`src/rtl/fetch_ctrl_if.sv`:
```
// Instruction-memory read port between fetch_ctrl (master) and the memory (slave).
// One request in flight at a time; the response comes back at least one cycle later.
interface fetch_ctrl_if;
  logic        imem_req;
  logic [31:0] imem_addr;
  logic        imem_rsp_valid;
  logic [31:0] imem_rdata;

  modport master (output imem_req, imem_addr, input imem_rsp_valid, imem_rdata);
  modport slave  (input imem_req, imem_addr, output imem_rsp_valid, imem_rdata);
endinterface

```
`src/rtl/fetch_ctrl.sv`:
```
// Instruction fetch sequencer: drives the external PC register, issues single outstanding
// imem reads and handles stall and redirects. Define FETCH_MISALIGN_TRAP_EN to trap misaligned targets.
//
// state    | meaning
// ST_BOOT  | first cycle after reset, PC loads RESET_VECTOR
// ST_REQ   | read request issued for pc_curr
// ST_WAIT  | waiting for the response of the issued read
// ST_HOLD  | instruction parked in hold registers while decode stalls
// ST_DRAIN | redirected with a read in flight, discard its response
module fetch_ctrl #(
  parameter logic [31:0] RESET_VECTOR = 32'h0000_0000
) (
  input  logic         clk,
  input  logic         rst_n,
  input  logic [31:0]  pc_curr,
  output logic [31:0]  pc_next,
  fetch_ctrl_if.master imem,
  output logic         inst_valid,
  output logic [31:0]  inst,
  output logic [31:0]  inst_pc,
  input  logic         stall,
  input  logic         br_taken,
  input  logic [31:0]  br_target,
  input  logic         trap,
  input  logic [31:0]  mtvec,
  input  logic         mret,
  input  logic [31:0]  mepc,
  output logic         flush,
  output logic         misalign
);

  typedef enum logic [2:0] {ST_BOOT, ST_REQ, ST_WAIT, ST_HOLD, ST_DRAIN} state_t;

  state_t      state_q, state_d;
  logic [31:0] hold_inst_q, hold_inst_d;
  logic [31:0] hold_pc_q, hold_pc_d;

  logic        rsp;
  logic        redir;
  logic        redir_mis;
  logic [31:0] redir_tgt;
  logic [31:0] raw_tgt;
  logic [31:0] trap_base;

  assign rsp            = imem.imem_rsp_valid;
  assign imem.imem_addr = pc_curr;
  assign trap_base      = mtvec & 32'hFFFF_FFFC;
  // Redirects are not accepted until the reset vector has been loaded.
  assign redir          = (state_q != ST_BOOT) && (trap || mret || br_taken);

  always_comb begin
    raw_tgt   = mret ? mepc : br_target;
    redir_tgt = trap_base;
    redir_mis = 1'b0;
    if (!trap) begin
`ifdef FETCH_MISALIGN_TRAP_EN
      if (raw_tgt[1:0] != 2'b00) redir_mis = 1'b1;
      else                       redir_tgt = raw_tgt;
`else
      redir_tgt = raw_tgt & 32'hFFFF_FFFC;
`endif
    end
  end

  always_ff @(posedge clk or negedge rst_n) begin
    if (!rst_n) begin
      state_q     <= ST_BOOT;
      hold_inst_q <= 32'h0;
      hold_pc_q   <= 32'h0;
    end else begin
      state_q     <= state_d;
      hold_inst_q <= hold_inst_d;
      hold_pc_q   <= hold_pc_d;
    end
  end

  always_comb begin
    state_d     = state_q;
    hold_inst_d = hold_inst_q;
    hold_pc_d   = hold_pc_q;
    case (state_q)
      ST_BOOT:  state_d = ST_REQ;
      ST_REQ:   state_d = redir ? ST_DRAIN : ST_WAIT;
      ST_WAIT: begin
        if (redir) begin
          state_d = rsp ? ST_REQ : ST_DRAIN;
        end else if (rsp) begin
          if (stall) begin
            state_d     = ST_HOLD;
            hold_inst_d = imem.imem_rdata;
            hold_pc_d   = pc_curr;
          end else begin
            state_d = ST_REQ;
          end
        end
      end
      ST_HOLD:  state_d = (stall && !redir) ? ST_HOLD : ST_REQ;
      ST_DRAIN: state_d = rsp ? ST_REQ : ST_DRAIN;
      default:  state_d = ST_BOOT;
    endcase
  end

  always_comb begin
    pc_next       = pc_curr;
    imem.imem_req = 1'b0;
    inst_valid    = 1'b0;
    inst          = hold_inst_q;
    inst_pc       = hold_pc_q;
    flush         = 1'b0;
    misalign      = 1'b0;
    case (state_q)
      ST_BOOT: pc_next = RESET_VECTOR;
      ST_REQ:  imem.imem_req = 1'b1;
      ST_WAIT: begin
        if (rsp) begin
          inst_valid = 1'b1;
          inst       = imem.imem_rdata;
          inst_pc    = pc_curr;
          if (!stall) pc_next = pc_curr + 32'd4;
        end
      end
      ST_HOLD: begin
        inst_valid = 1'b1;
        if (!stall) pc_next = pc_curr + 32'd4;
      end
      default: ;
    endcase
    if (redir) begin
      pc_next    = redir_tgt;
      flush      = 1'b1;
      misalign   = redir_mis;
      inst_valid = 1'b0;
    end
  end

endmodule

```
`src/flat_wrapper.sv`:
```
// flat-port wrapper written by rule: the top's interface ports become plain ports
module fetch_ctrl_flat 
#(
  parameter logic [31:0] RESET_VECTOR = 32'h0000_0000
)
  (clk, rst_n, pc_curr, pc_next, inst_valid, inst, inst_pc, stall, br_taken, br_target, trap, mtvec, mret, mepc, flush, misalign, imem_imem_req, imem_imem_addr, imem_imem_rsp_valid, imem_imem_rdata);
  fetch_ctrl_if imem_i ();
  input  logic clk;
  input  logic rst_n;
  input  logic [31:0] pc_curr;
  output logic [31:0] pc_next;
  output logic inst_valid;
  output logic [31:0] inst;
  output logic [31:0] inst_pc;
  input  logic stall;
  input  logic br_taken;
  input  logic [31:0] br_target;
  input  logic trap;
  input  logic [31:0] mtvec;
  input  logic mret;
  input  logic [31:0] mepc;
  output logic flush;
  output logic misalign;
  output wire logic [$bits(imem_i.imem_req)-1:0] imem_imem_req;
  output wire logic [$bits(imem_i.imem_addr)-1:0] imem_imem_addr;
  input wire logic [$bits(imem_i.imem_rsp_valid)-1:0] imem_imem_rsp_valid;
  input wire logic [$bits(imem_i.imem_rdata)-1:0] imem_imem_rdata;
  assign imem_imem_req = imem_i.imem_req;
  assign imem_imem_addr = imem_i.imem_addr;
  assign imem_i.imem_rsp_valid = imem_imem_rsp_valid;
  assign imem_i.imem_rdata = imem_imem_rdata;
  fetch_ctrl #(.RESET_VECTOR(RESET_VECTOR)) u_core (.clk(clk), .rst_n(rst_n), .pc_curr(pc_curr), .pc_next(pc_next), .imem(imem_i), .inst_valid(inst_valid), .inst(inst), .inst_pc(inst_pc), .stall(stall), .br_taken(br_taken), .br_target(br_target), .trap(trap), .mtvec(mtvec), .mret(mret), .mepc(mepc), .flush(flush), .misalign(misalign));
endmodule
```
`config.mk`:
```
export PLATFORM = sky130hd
export DESIGN_NAME = fetch_ctrl_flat
export DESIGN_NICKNAME = d
export VERILOG_FILES = /design/src/rtl/fetch_ctrl_if.sv /design/src/rtl/fetch_ctrl.sv /design/src/flat_wrapper.sv
export SDC_FILE = /design/constraint.sdc
export NUM_CORES = 1
export LEC_CHECK = 0
export ABC_AREA = 1
export CAP_MARGIN = 20
export CELL_PAD_IN_SITES_DETAIL_PLACEMENT = 0
export CELL_PAD_IN_SITES_GLOBAL_PLACEMENT = 1
export CORE_MARGIN = 1
export CORE_UTILIZATION = 28
export DETAILED_ROUTE_END_ITERATION = 7
export PLACE_DENSITY_LB_ADDON = 0.25
export SYNTH_ARGS = -nofsm -noshare
export SYNTH_HDL_FRONTEND = slang
export SYNTH_SLANG_ARGS = --single-unit
```
`constraint.sdc`:
```
create_clock -name clk -period 3.55 [get_ports clk]
set_input_delay 0.71 -clock clk [delete_from_list [all_inputs] [get_ports clk]]
set_output_delay 0.71 -clock clk [all_outputs]
set_load 0.05 [all_outputs]
```
[After elaboration in Yosys (flattened, before gate mapping)]
Index checks and enable logic that the tools add are counted.
Storage, ports and cells
  bits in registers: 67
  input port bits: 167
  output and inout port bits: 132
Operators by class
  add/subtract/negate cells: 1
  equal/unequal tests: 5
  mux-type cells: 22
  bitwise operators: 1
  reduce and logical (&&, ||, !) cells: 8
Operators with widths (count)
  32-bit 2-to-1 mux: 9
  32-bit one-hot mux with 3 select lines: 1
  32-bit by 3-bit adder with 32-bit output (second input constant): 1
  3-bit one-hot mux with 5 select lines: 1
  3-bit 2-to-1 mux: 4
  3-bit by 2-bit == test with 1-bit output (second input constant): 2
  1-bit 2-to-1 mux: 4
  2-bit 2-to-1 mux: 2
  4-bit AND reduction: 1
  3-bit by 1-bit == test with 1-bit output (second input constant): 1
  3-bit == test (second input constant): 1
  3-bit logical NOT: 1
  3-bit by 2-bit inequality test with 1-bit output (second input constant): 1
  3-bit nonzero test: 1
  1-bit logical AND: 2
  1-bit logical OR: 2
  1-bit one-hot mux with 2 select lines: 1
  1-bit logical NOT: 1
  1-bit inverter: 1

[Logic depth before layout (Yosys ltp)]
Gate-level depths: netlist of the first run.
  depth in word-level cells: 7
  mapped depth: 10
  depth with buffers taken out: 10

[Least setup slack after synthesis of the first run]
OpenSTA, ideal clock, no wires.
  path kind: input port to output port
  start: input trap
  end: output pc_next[7]
  arrival: 2625 ps
  setup slack: 215 ps
  cell stages on the path: 7
  path through: clkbuf_2 > nor2_1 > nand2_1 > nand2_2 > inv_1 > buf_2 > o21ai_0
Between the ends
  cells in the longest elaborated chain, start to end: 4
  elaborated cells between the ends (all ways): 5
Ends and longest elaborated chain
  from (decl): line flat_wrapper.sv:18  | input logic trap;
  1-bit logical OR (2 in a row): line fetch_ctrl.sv:49  | assign redir = (state_q != ST_BOOT) && (trap || mret || br_taken);
  1-bit logical AND: line fetch_ctrl.sv:49
  32-bit 2-to-1 mux *: line fetch_ctrl.sv:128  | if (redir) begin
  to (decl): line flat_wrapper.sv:11  | output logic [31:0] pc_next;
Mark *: on every way between the ends. The rest lies on a longest branch, timed or not.

[Worst setup path after layout of the first run]
  start: input pc_curr[3]
  end: output pc_next[14]
Between the ends
  cells in the longest elaborated chain, start to end: 5
Ends and longest elaborated chain
  from (decl): line flat_wrapper.sv:10  | input logic [31:0] pc_curr;
  32-bit by 3-bit adder with 32-bit output *: line fetch_ctrl.sv:119, fetch_ctrl.sv:124
  32-bit 2-to-1 mux *: line fetch_ctrl.sv:119, fetch_ctrl.sv:124
  32-bit 2-to-1 mux: line fetch_ctrl.sv:115  | if (rsp) begin
  32-bit one-hot mux with 3 select lines *: line fetch_ctrl.sv:111  | case (state_q)
  32-bit 2-to-1 mux *: line fetch_ctrl.sv:128
Marked as above.

==> results of run 1 <==
## critical path: stages
cell and delay [ns]:
clkdlybuf4s50_1 0.51, ha_1 0.17, inv_1 0.06, nor2_2 0.11, nand3_2 0.16, nor2_4 0.27
buf_4 0.19, nand3_1 0.06, nand2_1 0.08, nand3_1 0.07, nand2_1 0.14, buf_12 0.15
## kinds of logic (layout without fill, tap and decap cells)
logic type               Yosys count  after routing
buffers and inverters            195            464
AO/OA/AOI/OAI                    251            251
flip-flops                        67             67
adder cells (fa/ha/maj)            1              1
other                              1              1
AND/OR/NAND/NOR                  414            414
## per-layer routing
metal	track usage	up-vias	routed length (µm)
met5	0	-	0
met4	0.0554	0	306
met3	0.0470	21	1660
met2	0.372	233	10800
met1	0.267	3016	9550
li1	-	3505	-
## what timing repair did
action                                  in CTS  in global routing
setup buffers                                0                  2
endpoints found under the setup margin       0                  5
resized for setup                            0                  6
hold buffers                                 0                  0
## power groups by stage
stage               logic [mW]  clock network (mW)  registers (mW)
floorplan                 2.74                   0            1.08
global placement          5.38                   0            1.09
detailed placement        5.41                   0            1.10
CTS                       5.42                1.00            1.09
global route              5.67                1.03            1.12
finish                    5.38               0.975            1.09
## path summary, 6_finish.rpt
check	startpoint	end
max in group asynchronous	rst_n	u_core.hold_inst_q[22]
max	pc_curr[3]	pc_next[14]
max reg2reg	u_core.state_q[1]	u_core.hold_inst_q[4]
min	u_core.hold_inst_q[21]	u_core.hold_inst_q[21]
min in group asynchronous	rst_n	u_core.hold_inst_q[25]
min reg2reg	u_core.hold_inst_q[21]	u_core.hold_inst_q[21]
## sequential cells by signal, indices dropped and copies added, names as in the netlist
| name | flops |
|---|---|
| u_core.hold_pc_q | 32 |
| u_core.hold_inst_q | 32 |
| u_core.state_q | 3 |
## cells in the mapped netlist
master	count	area share
a211oi_1	13	0.017
a21oi_1	38	0.034
a22oi_1	1	0.0013
a31oi_1	2	0.0022
and3_1	1	0.0011
buf_1	2	0.0013
buf_2	17	0.015
buf_4	35	0.046
buf_6	3	0.0060
clkbuf_1	22	0.015
clkbuf_2	7	0.0062
clkinv_2	1	0.00088
conb_1	1	0.00066
dfrtp_1	67	0.30
ha_1	1	0.0022
inv_1	108	0.072
nand2_1	282	0.19
nand2_2	4	0.0044
nand3_1	54	0.048
nand3_2	2	0.0035
nand3b_1	1	0.0013
nand4_1	7	0.0077
nand4_2	1	0.0022
nor2_1	51	0.034
nor2_2	2	0.0022
nor2_4	3	0.0060
nor3_1	5	0.0044
nor4_1	1	0.0011
o211ai_1	10	0.013
o21a_1	2	0.0027
o21ai_0	168	0.15
o21ai_1	15	0.013
o22ai_1	1	0.0011
o311ai_0	1	0.0015
## layout make-up
class,instances,area share
Timing Repair Buffer,339,0.422
Clock inverter,5,0.00743
Tap cell,265,0.0328
Multi-Input combinational cell,667,0.306
Clock buffer,11,0.0250
Sequential cell,67,0.166
Inverter,109,0.0406
## through the flow
stage,instances,worst slack [ns],TNS [ns],utilization
after floorplan,929,0.215,0,-
after global placement,1445,0.0909,0,0.496
after detailed placement,1445,0.0711,0,0.496
after CTS,1461,0.0635,0,0.512
after global routing,1463,-0.00775,-0.00775,0.514
final,1463,0.143,0,0.514
==> results.txt, run 1 <==
* Status: finished, final reports clean
* Root Buffer Master: clkbuf_16
- Part of the power in the clock network: 0.131
- The number of antenna diodes in the final layout is 0.
- Leaving out fill and tap cells, the most frequent cell in the layout is nand2_1.
- For this design the total switching power over the nets is approximately 3.6 mW.
- The number of pins exceeding their max-slew limit in the final report is 0.
- Entering global routing, the biggest net connects between 50 and 60 pins.
- Highest achievable clock rate: ~300 MHz
- Count of endpoints failing setup in the final report: 0
- After floorplanning, the core was sized to cover between 15000 and 20000 µm².
* Kind of critical path: input pin to output pin
* Layout cells sized above 1: 0.152
* Highest ir drop seen on vdd: around 330 µV
- Nets in the synthesized netlist: around 1100
- Compound-gate portion of the synthesized area: 0.235
* Power consumption: around 7.4 mW
- Total die area: about 21000 µm²
* Post-layout minimum cycle time: 3.41 ns
* Worst r2r path cells: 8
- CTS tree: built
* Effective utilization at floorplan: 0.288
* Headroom to the max-slew limit: 0.440
- PortBufs: between 200 and 300
- The worst hold path passes through 2 cells.
- For the worst setup path, the data required time is between 2 and 3 ns.
- After routing the design area is approximately 10000 µm².
- P_int: 3.89 mW
- Compared with the post-synthesis result, the final layout area differs by 78.7%.
* Area of the mapped netlist: 5650 µm²
- Area share of xor/xnor cells in the synthesized design: 0
* Combinational Power Share: 0.723
- Once detail routing completed, the nets flagged for antenna violations numbered 0.
- Total gr overflow: 0
- The library cells used most frequently in the layout, excluding fill and tap cells, are 281 x nand2_1, 192 x clkdlybuf4s50_1, 168 x o21ai_0.
- The die is roughly 140 µm wide.
* Buffer depth of the longest clock path: 2
- STA classifies the critical path startpoint as an input pin.
- Counting the buffers created by CTS gives 9.
* Multiplexer area fraction after synthesis: 0
- Portion of total power attributed to sequential cells: 0.146
- Final routed wire length divided by cell count: ~15 µm
- Largest clock skew in the final design: around 0.0043 ns
- Wires add up to roughly 22000 µm.
- The worst hold path belongs to the class flip-flop to flip-flop.
- Yosys synthesis warning count: 0
- After synthesis, the largest family of logic cells by area is simple AND/OR/NAND/NOR gates.
- Number of clock sinks: between 60 and 70
* Die Y-Extent: ~140 µm
- The number of global-route vias before repair was between 6000 and 7000.
* R2R setup slack: 1.41 ns
- The number of different library cells used by synthesis comes to 34.
- In the global route stage, overall resource usage came out at 0.215.
* Row count: 51
* Cells after Synth: a little over 900
- Flop and latch count out of synthesis: 67
- Number of nets at the end of the flow: about 1400
- CTS built an H-tree with a depth of 3.
- Hold timing on the final database bottoms out at a slack of 0.480 ns.
* Net switching fraction of the power: 0.477
- Dividing the detail-routed via count by the number of cells gives between 4 and 5.
- Count of boundary I/O pins: ~300
- Critical path capture point type: output pin
* Highest fanout seen on the critical path: 8
- The HPWL after detailed placement is between 15000 and 20000 µm.
- Adder and majority cell fraction of the synthesized area: 0.00221
- Number of hold violations in the final report: 0
* Actual slew at the worst max-slew pin: roughly 0.84 ns
* Period utilization: 0.960
* Fraction of the yosys area taken by sequential cells: 0.297
- Number of antenna violations at the first check in global routing: 0
- Latest clock arrival within the worst-skew pair: between 0.3 and 0.4 ns
- STA puts the critical path data arrival time at about 2.7 ns.
* Simple logic cell fraction of the synthesized area: 0.303
* Multi-input gate area in the final layout: roughly 3100 µm²
- Clock-pin slew was measured on the worst setup and hold paths at roughly 0.06 ns.
- Vias after detailed routing: 6775
* Drt first-iter violations: about 330
- Once placement finished, the instance area stood at slightly below 10000 µm².
* Total power divided by cell area: between 700 and 800 nW/µm²
- Wire length of the first global-routing pass: 34000 µm
* Mean instance size in the synthesized netlist: a little over 6 µm²
* Weighted congestion reported at the end of routability-driven placement: between 0.8 and 0.9
- DRC violation count after routing: 0
* Leakage power figure: between 4 and 5 nW
- # fillers: ~2000
- Summing all flip-flop and latch instances after layout gives between 1500 and 2000 µm².
- The pre-antenna-repair detailed-routing pass consisted of 5 iterations.
* Maximum Capacitance Violations: 0
Power figures use the tool's default switching activity.
==> run 2: changes to the inputs <==
Settings changed: CORE_ASPECT_RATIO from default to 0.8.
==> results.txt, run 2 (synthesis gave the netlist of run 1 again) <==
- The run finished, with violations left.
- Violations in the final reports: DRC
- Headroom to the max-slew limit came out at 0.637.
* Total gr overflow: 0
* Post-layout minimum cycle time: 3.38 ns
- Setup repair after global routing left no endpoint under its margin.
- Count of final max-slew check failures: 0
* First-pass iteration count of the detailed router: 7
- Total power divided by cell area: between 700 and 800 nW/µm²
* Tot GR Track Use: 0.211
* Buffer depth of the longest clock path: 2
* Maximum Capacitance Violations: 0
- Kind of critical path: input pin to output pin
* Count of endpoints failing setup in the final report: 0
* Signed area change from the synthesized netlist to the final layout: 77.7%
* # fillers: ~2000
- The analysis attributes to cell leakage a power of between 4 and 5 nW.
- For this run, the top clock speed supported by timing is about 300 MHz.
- Summed over all layers, the routed wires come to 22300 µm.
* Worst r2r src: u_core.state_q[1]
- Layout cells sized above 1: 0.151
* Number of buffers added by the clock tree synthesis step: 9
- Critical Path RT: 2.84 ns
- Pin count of the biggest net entering global routing: around 130
- Estimated wirelength of the detail-placed design: 17700 µm
* Vias after detailed routing: 6900
- Biggest registers after layout: u_core.hold_inst_q: 32 flops, u_core.hold_pc_q: 32 flops, u_core.state_q: 3 flops
- The initial utilization of the core area, before any placement, comes to 0.285.
- In this run, the number of DRC markers left after iteration 0 of detailed routing was 498.
- Antenna violation net count after detailed routing: 0
- The library cells used most frequently in the layout, excluding fill and tap cells, are 281 x nand2_1, 192 x clkdlybuf4s50_1, 167 x o21ai_0.
* Number of nets at the end of the flow: 1364
* Critical path launch point type: input pin
- Die Y-Extent: between 100 and 150 µm
- After clock tree synthesis, the clock-pin slew on the worst setup and hold paths is approximately 0.050 ns.
- Row count: between 40 and 50
- Measured on the finished design, the core utilization comes to 0.507.
- The worst setup path is captured at an output pin.
* H-tree levels: 3
- Final routed wire length divided by cell count: between 15 and 20 µm
* PortBufs: ~290
* CTS tree: built
- Across all register-to-register paths, the minimum setup slack is roughly 1.5 ns.
- Latest clock arrival within the worst-skew pair: between 0.3 and 0.4 ns
* Highest ir drop seen on vdd: 278 µV
- The number of cells on the worst reg-to-reg path is 9.
* Count of boundary I/O pins: approximately 300
- Of the available clock period, the critical path in the final layout requires 0.951.
* Number of inserted diodes: 0
- Along the worst path, the maximum fanout reaches 5.
- The worst hold path belongs to the class input pin to asynchronous set/reset pin.
- Total die area: roughly 21000 µm²
- Die extent in x: between 150 and 200 µm
* Reg2Reg Capture Point: u_core.hold_inst_q[12]
- Area of the core: just under 20000 µm²
- In the final timing run, aggregate negative setup slack is 0 ns.
- The final-report hold violation count was 0.
- The number of global-route vias before repair was approximately 6300.
- Most common cell after layout, fill and taps aside: nand2_1
* Largest clock skew in the final design: between 0.004 and 0.005 ns
- The number of antenna violations at the first check in global routing was 0.
* Post-detailed-route via-to-cell ratio: 4.71
* Wire length of the first global-routing pass: ~34000 µm
- Data arrives at the worst endpoint at 2.67 ns.
* Number of clock sinks: 67
* Hold Worst Slack: 0.405 ns
* Root Buffer Master: clkbuf_16
* DRC violation count after routing: 2
* Actual slew at the worst max-slew pin: 0.543 ns
* Weighted congestion reported at the end of routability-driven placement: between 0.8 and 0.9
[run 2: area by class of cell]
| cell class | instances | area, µm² | area share |
|---|---|---|---|
| Tap cell | 264 | 330 | 0.0329 |
| Clock inverter | 2 | 10.0 | 0.000997 |
| Inverter | 109 | 410 | 0.0409 |
| Multi-Input combinational cell | 668 | 3090 | 0.307 |
| Clock buffer | 13 | 270 | 0.0269 |
| Timing Repair Buffer | 341 | 4260 | 0.424 |
| Sequential cell | 67 | 1680 | 0.167 |
[run 2: worst max path at each step]
stage | start | end | slack, ns | cells after the start
3_5_place_dp | pc_curr[2] | pc_next[30] | 0.13 | 11
2_1_floorplan | trap | pc_next[7] | 0.22 | 7
5_1_grt | pc_curr[17] | pc_next[23] | 0.03 | 10
6_report | pc_curr[14] | pc_next[29] | 0.17 | 10
4_1_cts | pc_curr[2] | pc_next[30] | 0.11 | 11
3_3_place_gp | pc_curr[2] | pc_next[30] | 0.14 | 11
[run 2: what timing repair did]
action | in CTS | in global routing
setup buffers | 0 | 4
hold buffers | 0 | 0
gates resized for setup | 0 | 4
setup endpoints to repair | 0 | 2
[run 2: report_power, final]
| group | internal [mW] | switching [mW] |
|---|---|---|
| Combinational | 2.22 | 3.10 |
| Sequential | 0.977 | 0.109 |
| Clock | 0.523 | 0.308 |
| Total | 3.72 | 3.52 |
[run 2: critical path, cell delays in order]
cell and delay [ns]:
clkdlybuf4s50_1 0.59, nand2_1 0.15, nor2_1 0.19, nand2_1 0.15, nor2_1 0.15, nand4_1 0.09
nand2_1 0.08, nand2_1 0.04, a21oi_1 0.31, buf_12 0.19
[run 2: stage by stage]
| stage | instance area [µm²] | total power, mW | instances | setup WS, ns |
|---|---|---|---|---|
| after floorplan | 5650 | 3.82 | 929 | 0.215 |
| after global placement | 9690 | 6.43 | 1443 | 0.141 |
| after detailed placement | 9690 | 6.45 | 1443 | 0.126 |
| after CTS | 9970 | 7.30 | 1458 | 0.113 |
| after global routing | 10000 | 7.60 | 1464 | 0.0315 |
| final | 10000 | 7.23 | 1464 | 0.174 |
[run 2: metal layers]
metal / part of all wire / vias to the layer above / GRT usage
met4: 0.018 / 0 / 0.0649
met1: 0.44 / 3084 / 0.279
li1: - / 3514 / -
met3: 0.084 / 24 / 0.0448
met2: 0.46 / 278 / 0.344
met5: 0 / - / 0
==> run 3: changes to the inputs <==
Settings changed: ABC_AREA 1 to default, PLACE_DENSITY from default to 0.83, PLACE_DENSITY_LB_ADDON 0.25 to default.
Clock period 3.55 ns to 3.3 ns, I/O delays scaled along.
==> results.txt, run 3 <==
- The synthesized design contains 0 enable-type register cells.
- The critical path is of the input pin to output pin type.
- Total die area: between 20000 and 25000 µm²
- Count of final max-slew check failures: 0
- Reg2Reg Capture Point: u_core.hold_inst_q[12]
- Top cells by instance count after synthesis: 115 x mux2_2, 67 x dfrtp_1, 44 x nand2_1
- Of all flip-flops after synthesis, the portion carrying an async set or reset was 1.00.
- # fillers: ~1800
- Critical path launch point type: input pin
- Effective utilization at floorplan: 0.286
- Entering global routing, the biggest net connects ~70 pins.
* Leakage power figure: approximately 4.3 nW
* Multiplexer area fraction after synthesis: 0.323
- Critical path endpoint: pc_next[21]
- HP Class: input pin to asynchronous set/reset pin
* Mean instance size in the synthesized netlist: around 9.5 µm²
* Antenna violation net count after detailed routing: 0
* Post-place setup slack: -0.152 ns
* Number of buffers inserted by hold repair at cts: 0
* Highest achievable clock rate: approximately 310 MHz
* Maximum Capacitance Violations: 0
- Of the synthesized area, sequential elements account for 0.308.
* Power consumption: 6.39 mW
* Estimated wirelength of the detail-placed design: between 15000 and 20000 µm
* Dominant combinational cell family by area after synthesis: multiplexers
- From synthesis to final layout, the design area changed by 73.5%.
- Die extent in x: roughly 160 µm
- Together, buffers and inverters on the worst path number 4.
- The cell area that synthesis handed to floorplanning was around 5400 µm².
* Critical path capture point type: output pin
* Post-route core utilization: 0.496
- The first TritonRoute pass finished after 5 iterations.
* Yosys synthesis warning count: 0
- Routed WL: ~21000 µm
- Period utilization: 0.970
* Number of hold violations in the final report: 0
- Area share of xor/xnor cells in the synthesized design: 0.00483
- Area share of the leading cell type in the synthesized netlist: 0.308
* Primary FF master, synth: dfrtp_1
* Count of endpoints failing setup in the final report: 0
* Status: finished, final reports clean
* Buffer depth of the longest clock path: 2
- Dividing the detail-routed via count by the number of cells gives 4.96.
* Most used cells in the layout excluding fill and tap cells: 167 x clkdlybuf4s50_1, 150 x buf_4, 115 x mux2_2
- Die Y-Extent: 127 µm
* Final routed wire length divided by cell count: between 15 and 20 µm
- In this run, CTS created clock tree buffers numbering 9.
* H-tree levels: 3
* Most common cell after layout, fill and taps aside: clkdlybuf4s50_1
* Final TNS setup: 0 ns
* Weighted congestion reported at the end of routability-driven placement: 0.878
- The floorplan has 45 rows.
- Nets in the synthesized netlist: 740
* WP data arrival: approximately 2.5 ns
- R2R setup slack: ~1.1 ns
- Among cell families on the critical path, the largest total delay comes from buffers and inverters.
- Most frequent cell after synthesis: mux2_2
- Buffers placed on the I/O ports in this run total between 200 and 300.
- Highest fanout seen on the critical path: 16
* Tot GR Track Use: 0.201
- Count of boundary I/O pins: 299
- Headroom to the max-slew limit came out at 0.426.
* Largest clock skew in the final design: 0.00508 ns
* Vias in the first global route: between 5000 and 6000
- Post-layout minimum cycle time: about 3.2 ns
- VDD sags by at most roughly 430 µV.
- Most Frequent Cell on Critical Path: buf_12
* Number of inserted diodes: 0
* Worst r2r path cells: 6
- Adder and majority cell fraction of the synthesized area: 0.00230
* Cells after Synth: between 500 and 600
* Startpoint of the most critical setup path: imem_imem_rsp_valid
* Area of the core: about 19000 µm²
- Highest-delay cell along the critical path: clkdlybuf4s50_1
- Cell accounting for the most synthesized area: dfrtp_1
* DRC violation count after routing: 0
- Worst r2r src: u_core.state_q[2]
- Total power divided by cell area: 676 nW/µm²
* Clock input transition at the sequential cells of the worst setup and hold paths: 0.05 ns
- Unique cell type count in the Yosys netlist: between 50 and 60
- Of the total synthesized cell area, the portion taken by AND, OR, NAND and NOR gates is 0.146.
* Wire length of the first global-routing pass: between 30000 and 40000 µm
* Final non-filler cell area: between 9000 and 10000 µm²
* Vias after detailed routing: ~5700
- Worst Slack Setup Final: just under 0.1 ns
* Stages on worst setup path: 9
- The total overflow left after global routing is 0.
* Latest clock arrival within the worst-skew pair: ~0.33 ns
* Number of nets at the end of the flow: about 1000
- CP Cell Sequence: clkdlybuf4s50_1, nor2_1, a211oi_2, buf_4, nor2_2, buf_12, o21ai_0, o311ai_2, buf_12
- Placed instance area: about 9000 µm²
- Number of antenna violations at the first check in global routing: 0
* Flop and latch count out of synthesis: 67
* Number of clock sinks: 67
- For the pin with the worst max-slew slack, the measured transition is about 0.86 ns.
- STA puts the critical path data required time at between 2 and 3 ns.
- Compound-gate portion of the synthesized area: 0.127
- Of the cells placed in the final design, the portion with a size suffix greater than 1 is 0.398.
- TritonCTS built the clock tree.
- In the final layout, the registers with the most flip-flops are u_core.hold_inst_q: 32 flops, u_core.hold_pc_q: 32 flops, u_core.state_q: 3 flops.
- Drt first-iter violations: about 310
- Leading post-synthesis cells by cell area: dfrtp_1 31%, mux2_2 24%, mux2i_1 6.1%
- The largest single stage delay on the critical path is 0.52 ns.
- Root Buffer Master: clkbuf_16
- Setup repair after global routing missed its margin: no
[run 3: cell families after synthesis]
kind of cell,after synthesis
multiplexers,160
AND/OR/NAND/NOR,145
AO/OA/AOI/OAI,112
buffers and inverters,83
flip-flops,67
XOR/XNOR,3
adder cells (fa/ha/maj),1
other,1
[run 3: power by group]
| group | leakage, nW | switching (mW) | internal (mW) |
|---|---|---|---|
| registers | 0.891 | 0.108 | 1.00 |
| clock network | 0.146 | 0.332 | 0.621 |
| logic | 3.30 | 2.53 | 1.79 |
| total | 4.34 | 2.97 | 3.42 |
[run 3: worst min-delay path by stage]
stage / from / to / cells after the start
2_1_floorplan: rst_n / u_core.hold_inst_q[0] / 0
3_3_place_gp: u_core.hold_pc_q[4] / u_core.hold_pc_q[4] / 2
3_5_place_dp: u_core.hold_pc_q[4] / u_core.hold_pc_q[4] / 2
4_1_cts: u_core.hold_pc_q[4] / u_core.hold_pc_q[4] / 2
5_1_grt: rst_n / u_core.hold_inst_q[26] / 1
6_report: rst_n / u_core.hold_inst_q[26] / 1
[run 3: layout make-up]
class | count | area, µm² | area share
clock buffers | 13 | 260 | 0.0276
flip-flops and latches | 67 | 1680 | 0.178
inverters | 7 | 26.3 | 0.00278
multi-input cells | 422 | 3430 | 0.363
repair buffers | 372 | 3700 | 0.391
clock inverters | 2 | 35.0 | 0.00371
well taps | 258 | 323 | 0.0342
[run 3: through the flow]
stage          instances  hold WS (ns)
6_report            1141         0.460
4_1_cts             1135         0.484
2_1_floorplan        572         0.364
3_3_place_gp        1117         0.461
3_5_place_dp        1117         0.473
5_1_grt             1141         0.518
[run 3: metal layers]
| layer | vias to the layer above | global-route usage | part of all wire |
|---|---|---|---|
| li1 | 2690 | - | - |
| met1 | 2702 | 0.263 | 0.44 |
| met2 | 242 | 0.321 | 0.45 |
| met3 | 26 | 0.0557 | 0.089 |
| met4 | 0 | 0.0623 | 0.021 |
| met5 | - | 0 | 0 |
[run 3: repair_timing]
action                                  CTS  global route
setup buffers                             3             5
gates resized for setup                  20            17
pin swaps                                 3             7
gates cloned                              0             1
endpoints found under the setup margin   12            14
